File: config.mk
export PLATFORM = sky130hd
export DESIGN_NAME = serial_in_parallel_out_shift_reg
export DESIGN_NICKNAME = d
export VERILOG_FILES = /design/src/rtl/serial_in_parallel_out_shift_reg.sv
export SDC_FILE = /design/constraint.sdc
export NUM_CORES = 1
export LEC_CHECK = 0
export CAP_MARGIN = 20
export CORE_UTILIZATION = 51
export DETAILED_ROUTE_END_ITERATION = 8
export PLACE_DENSITY = 0.88
export SYNTH_ARGS = -nofsm -noshare
export SYNTH_HDL_FRONTEND = slang
export SYNTH_SLANG_ARGS = --single-unit
File: constraint.sdc
create_clock -name clk -period 2.5 [get_ports clk]
set_clock_uncertainty 0.2 [all_clocks]
set_input_delay 0.25 -clock clk [delete_from_list [all_inputs] [get_ports clk]]
set_output_delay 0.25 -clock clk [all_outputs]
set_load 0.02 [all_outputs]
File: src/rtl/serial_in_parallel_out_shift_reg.sv
// serial_in_parallel_out_shift_reg: LSB-first serial-to-parallel converter with one-word holding register and valid/ready output
module serial_in_parallel_out_shift_reg #(
  parameter int DATA_WIDTH = 16
) (
  input  logic                          clk,
  input  logic                          resetn,
  input  logic                          din,
  input  logic                          din_en,
  input  logic                          clr,
  input  logic                          dout_ready,
  output logic [DATA_WIDTH-1:0]         dout,
  output logic                          dout_valid,
  output logic                          overrun,
  output logic [$clog2(DATA_WIDTH)-1:0] bit_cnt
);
  localparam int CW = $clog2(DATA_WIDTH);
  localparam logic [CW-1:0] LAST = CW'(DATA_WIDTH - 1);
  typedef enum logic {EMPTY, FULL} state_t;
  state_t state, state_nxt;
  logic [DATA_WIDTH-1:0] shreg, word;
  logic complete, load, overrun_nxt;
  assign word = {din, shreg[DATA_WIDTH-1:1]};
  assign complete = din_en && !clr && bit_cnt == LAST;
  assign dout_valid = state == FULL;
  // partial-word shifter; clr beats din_en so a clearing cycle never completes a word
  always_ff @(posedge clk or negedge resetn)
    if (!resetn) begin
      shreg <= '0;
      bit_cnt <= '0;
    end else if (clr) begin
      shreg <= '0;
      bit_cnt <= '0;
    end else if (din_en) begin
      shreg <= word;
      bit_cnt <= complete ? '0 : bit_cnt + CW'(1);
    end
  // holding register next state: a new word lands only if the slot is empty or draining this cycle
  always_comb begin
    load = complete && (state == EMPTY || dout_ready);
    overrun_nxt = complete && state == FULL && !dout_ready;
    state_nxt = (load || (state == FULL && !dout_ready)) ? FULL : EMPTY;
  end
  // holding register, parallel output and overrun pulse
  always_ff @(posedge clk or negedge resetn)
    if (!resetn) begin
      state <= EMPTY;
      dout <= '0;
      overrun <= 1'b0;
    end else begin
      state <= state_nxt;
      overrun <= overrun_nxt;
      if (load) dout <= word;
    end
endmodule
==> results of run 1 <==
state kept, by name (all words and copies together), names as in the netlist:
name        cells
dout           16
shreg          15
bit_cnt         4
dout_valid      1
overrun         1
through the flow:
stage / cell area (µm²) / util, % / hold slack, ns / worst slack [ns] / total power [W]
3_5_place_dp: 1830 / 65.4 / 0.295 / 0.364 / 0.000677
4_1_cts: 1880 / 66.9 / 0.141 / 0.466 / 0.000950
3_3_place_gp: 1830 / 65.4 / 0.291 / 0.422 / 0.000675
6_report: 1880 / 66.9 / 0.134 / 0.475 / 0.000947
2_1_floorplan: 1530 / - / -0.246 / 0.412 / 0.000645
5_1_grt: 1880 / 66.9 / 0.149 / 0.386 / 0.000984
logic make-up (layout without fill, tap and decap cells):
group	Yosys count	after routing	synth area share (%)
flip-flops	37	37	60.6
multiplexers	32	32	24.7
AND/OR/NAND/NOR	30	30	9.83
buffers and inverters	5	37	2.13
AO/OA/AOI/OAI	4	4	1.31
adder cells (fa/ha/maj)	1	1	0.819
XOR/XNOR	1	1	0.573
per-layer routing:
layer	wire length, µm	GRT usage (%)
met5	0	0
met1	1210	23.8
met2	1250	27.6
met3	117	5.53
met4	13	8.36
how the worst max path moves through the flow:
stage	end	from	depth (start not counted)
floorplan	dout[0]	bit_cnt[0]	5
global placement	dout[9]	din_en	5
detailed placement	dout[9]	din_en	5
CTS	dout[9]	bit_cnt[0]	5
global route	dout[9]	bit_cnt[0]	5
finish	dout[9]	bit_cnt[0]	5
Yosys cell counts (all sizes together):
library cell	count
dfrtp	37
nand3	1
or3	2
nor4b	1
clkbuf	1
a21oi	3
o21ai	1
nor2	18
mux2	16
nand2b	2
ha	1
xor2	1
mux2i	16
buf	4
nand3b	1
nand2	5
report_power, final:
group / internal, W / switching (W) / leakage (nW)
sequential: 0.000602 / 0.00000522 / 0.515
combinational: 0.0000241 / 0.0000332 / 0.369
clock: 0.0000978 / 0.000184 / 0.0269
worst max-delay path: stages (launching register included):
cell     delay [ns]
dfrtp_1        0.44
ha_1           0.24
nand2_1        0.11
nor4b_4        0.22
buf_4          0.32
mux2_2         0.37
final cells by class:
| cell class | count | area (µm²) |
|---|---|---|
| fillers | 213 | 928 |
| clock buffers | 5 | 37.5 |
| repair buffers | 31 | 300 |
| multi-input cells | 68 | 569 |
| well taps | 31 | 38.8 |
| flip-flops and latches | 37 | 926 |
| clock inverters | 1 | 5.00 |
==> flow_summary_export.csv, run 1 <==
group,metric,value,unit
status,status,"complete, but fails checks",
status,failed_checks,"DRC",
floorplanning,die_x,56.7,µm
grt,first_global_vias,938,
grt,track_usage,18.1,%
critical_path,start_kind,"flop",
timing,finalHoldViolCount,0,
critical_path,arrival,2.03,ns
critical_path,timing.rr.start,"bit_cnt[0]",
synthesis,yosysTopAreaCellShare,60.6,%
floorplanning,rows,19,
grt,overflow,0,
floorplanning,ios,28,
timing,slew_viol_final,0,
synthesis,ys_seq_area_share,60.6,%
clock_tree,post_cts_resize_count,0,
finish,mostFrequentLayoutCell,"dfrtp_1",
timing,fmaxAchievable,494,MHz
route,ant_nets,0,
synthesis,ys_ff_latch,37,
finish,drive_gt1_share,19.7,%
route,wl_per_cell,14.9,µm
finish,nets,150,
critical_path,required,2.51,ns
power_and_ir_drop,p_per_area,504,nW/µm²
clock_tree,numCtsBuffers,5,
floorplanning,initial_core_util,54.5,%
timing,max_slew_margin,70.0,%
route,wl,2590,µm
clock_tree,clk_latency,0.32,ns
floorplanning,fp.dieH,56.7,µm
route,via_per_inst,5.42,
finish,final_cells,173,
critical_path,crit_fanout,16,
clock_tree,numClockSinks,37,
grt,grt_pass1_wl,4250,µm
finish,final_cell_mix,"37 x dfrtp_1, 27 x clkdlybuf4s50_1, 18 x nor2_1, 16 x mux2i_1, 10 x mux2_4",
synthesis,syn_inst,110,
clock_tree,holdBufCountCts,0,
critical_path,worstSetupPathType,"flop to flop",
clock_tree,cts_tree,"yes",
critical_path,rrSetupSlack,0.47,ns
route,route.detailed.drc,7,
clock_tree,clk_pin_slew,0.11,ns
timing,rsz0062_at_grt,"false",
placement,gp_congestion,0.735,
power_and_ir_drop,p_leak,0.910,nW
timing,setup_tns,0,ns
timing,layout_min_cycle_time,2.03,ns
floorplanning,die-area,3220,µm²
clock_tree,cts_root_buf,"clkbuf_4",
route,drt_iter0_markers,19,
timing,period_share,81.0,%
clock_tree,clk_path_buf_depth,2,
critical_path,reg2reg_to,"dout[9]",
synthesis,yosysTopAreaCell,"dfrtp_1",
synthesis,synth_area_per_cell,13.9,µm²
floorplanning,fp.coreArea,2810,µm²
timing,finalSetupViolations,0,
min_path,hp-class,"input port to async pin",
placement,hpwl,1690,µm
synthesis,yosysWarnings,0,
critical_path,reg2reg_depth,5,
synthesis,synth_area_leaders,"dfrtp_1 61%, mux2i_1 10%, mux2_4 9.8%, nor2_1 4.4%, mux2_2 4.4%",
route,drt_pass1_iterations,6,
timing,tightest_slew,0.451,ns
placement,dp.cells,167,
synthesis,ys_types,20,
flow_run,cap_violations,0,
route,num_vias,938,
clock_tree,post_cts_buffers,0,
synthesis,synth.net_count,117,
critical_path,crit_path_end_kind,"flop",
finish,area_delta_synth_final,22.9,%
grt,grt_max_degree,38,
clock_tree,htreeDepth,2,
power_and_ir_drop,ir_drop,0.324,mV
placement,io_buffers,27,
synthesis,syn_area,1530,µm²
grt,antenna_found_initial,0,
finish,diodes,0,
No activity file was read; power rests on OpenSTA's default activity.
==> run 2, diff against run 1 <==
clock period = 2 ns   (was 2.5 ns; I/O delays follow)
==> run 2 against run 1 <==
The flow still finishes with violations (DRC); sequential cell count did not move; hold slack got worse by 0.11 ns; final cell count grew 1.7%; critical path depth unchanged; worst setup slack lost 0.31 ns; via count decreased by 0.11%; maximum frequency rose by 10%; total power rose by 46%; non-clock buffer count is 1 higher; critical endpoint is now dout[5]; largest cell class unchanged.
==> flow_summary_export.csv, run 2 (synthesized netlist as in run 1, its figures left out) <==
group,metric,value,unit
floorplanning,die-area,3220,µm²
placement,post_dp_cell_area,1870,µm²
critical_path,required,2.03,ns
timing,rsz0062_at_grt,"false",
route,num_vias,937,
flow_run,cap_violations,0,
placement,hpwl,1750,µm
critical_path,cpMaxStageDelayCell,"dfrtp_2",
critical_path,slowest_delay,0.44,ns
finish,largest_register_ffs,16,
finish,fill_cells,214,
route,wl_per_cell,14.8,µm
clock_tree,post_cts_buffers,0,
grt,grt_max_degree,38,
grt,first_global_vias,953,
floorplanning,ios,28,
clock_tree,numClockSinks,37,
finish,diodes,0,
route,drt_iter0_markers,24,
clock_tree,clk_pin_slew,0.11,ns
grt,overflow,0,
grt,grt_pass1_wl,4550,µm
finish,final_cell_mix,"35 x dfrtp_1, 27 x clkdlybuf4s50_1, 18 x nor2_1, 16 x mux2i_1, 10 x mux2_4",
timing,holdWs,0.0197,ns
clock_tree,post_cts_resize_count,0,
floorplanning,initial_core_util,54.5,%
timing,finalHoldViolCount,0,
grt,antenna_found_initial,0,
route,via_per_inst,5.32,
finish,mostFrequentLayoutCell,"dfrtp_1",
finish,regMostFlops,"dout",
timing,slew_viol_final,0,
critical_path,crit_fanout,8,
timing,finalSetupViolations,0,
clock_tree,holdBufCountCts,0,
critical_path,cp_top_family,"flip-flops",
critical_path,arrival,1.87,ns
floorplanning,fp.coreArea,2810,µm²
floorplanning,fp.dieH,56.7,µm
route,ant_nets,0,
critical_path,crit_path_end_kind,"flop",
clock_tree,cts_root_buf,"clkbuf_4",
grt,track_usage,19.2,%
placement,io_buffers,27,
timing,tightest_slew,0.288,ns
route,route.detailed.drc,2,
critical_path,crit_chain,"ha_4 -> nand2_2 -> nor4b_4 -> buf_4 -> mux2_4",
timing,setup_tns,0,ns
timing,max_slew_margin,80.8,%
finish,area_delta_synth_final,28.3,%
status,status,"complete, but fails checks",
finish,utilization,69.9,%
route,wl,2600,µm
clock_tree,clk_latency,0.34,ns
finish,nets,151,
clock_tree,cts_tree,"yes",
timing,layout_min_cycle_time,1.84,ns
timing,period_share,92.0,%
status,failed_checks,"DRC",
critical_path,start_kind,"flop",
finish,final_area,1960,µm²
min_path,hp-class,"input port to async pin",
timing,fmaxAchievable,544,MHz
critical_path,crit_buf_inv,1,
critical_path,worstSetupPathType,"flop to flop",
power_and_ir_drop,p_leak,0.934,nW
power_and_ir_drop,ir_drop,0.622,mV
floorplanning,die_x,56.7,µm
clock_tree,htreeDepth,2,
route,drt_pass1_iterations,6,
clock_tree,numCtsBuffers,5,
finish,reg.largest.list,"dout x16, shreg x15, bit_cnt x4",
clock_tree,clk_path_buf_depth,2,
power_and_ir_drop,p_per_area,705,nW/µm²
floorplanning,rows,19,
finish,drive_gt1_share,24.1,%
placement,gp_congestion,0.716,
## run 2: path summary, 6_finish.rpt
| kind | from | endpoint | slack [ns] | depth (start not counted) |
|---|---|---|---|---|
| max in group asynchronous | resetn | bit_cnt[0] | 1.38 | 2 |
| worst min register to register | dout[5] | dout[5] | 0.32 | 1 |
| worst max-delay path | bit_cnt[1] | dout[5] | 0.16 | 5 |
| min in group clk | dout[5] | dout[5] | 0.32 | 1 |
| worst min-delay path | resetn | dout[4] | 0.02 | 2 |
| worst max register to register | bit_cnt[1] | dout[5] | 0.16 | 5 |
## run 2: layer usage
| layer | global-route usage, % | share of wire (%) |
|---|---|---|
| met5 | 0 | 0 |
| met1 | 25.9 | 48 |
| met4 | 6.27 | 1.6 |
| met3 | 7.37 | 5.3 |
| met2 | 28.7 | 45 |
## run 2: power breakdown
group / internal [W] / switching (W)
logic: 0.0000340 / 0.0000420
registers: 0.000754 / 0.00000769
clock network: 0.000297 / 0.000249
## run 2: layout make-up
class,count,area [µm²],area share [%]
clock buffer,6,51.3,2.62
clock inverter,2,37.5,1.91
multi-input combinational,68,584,29.8
sequential,37,928,47.4
tap,31,38.8,1.98
timing repair buffer,32,320,16.3
## run 2: through the flow
step / worst slack, ns / total power [W] / instances
floorplan: 0.00849 / 0.000809 / 110
global placement: 0.0480 / 0.000851 / 168
detailed placement: 0.0288 / 0.000854 / 168
CTS: 0.149 / 0.00140 / 176
global route: 0.0673 / 0.00144 / 176
finish: 0.161 / 0.00138 / 176
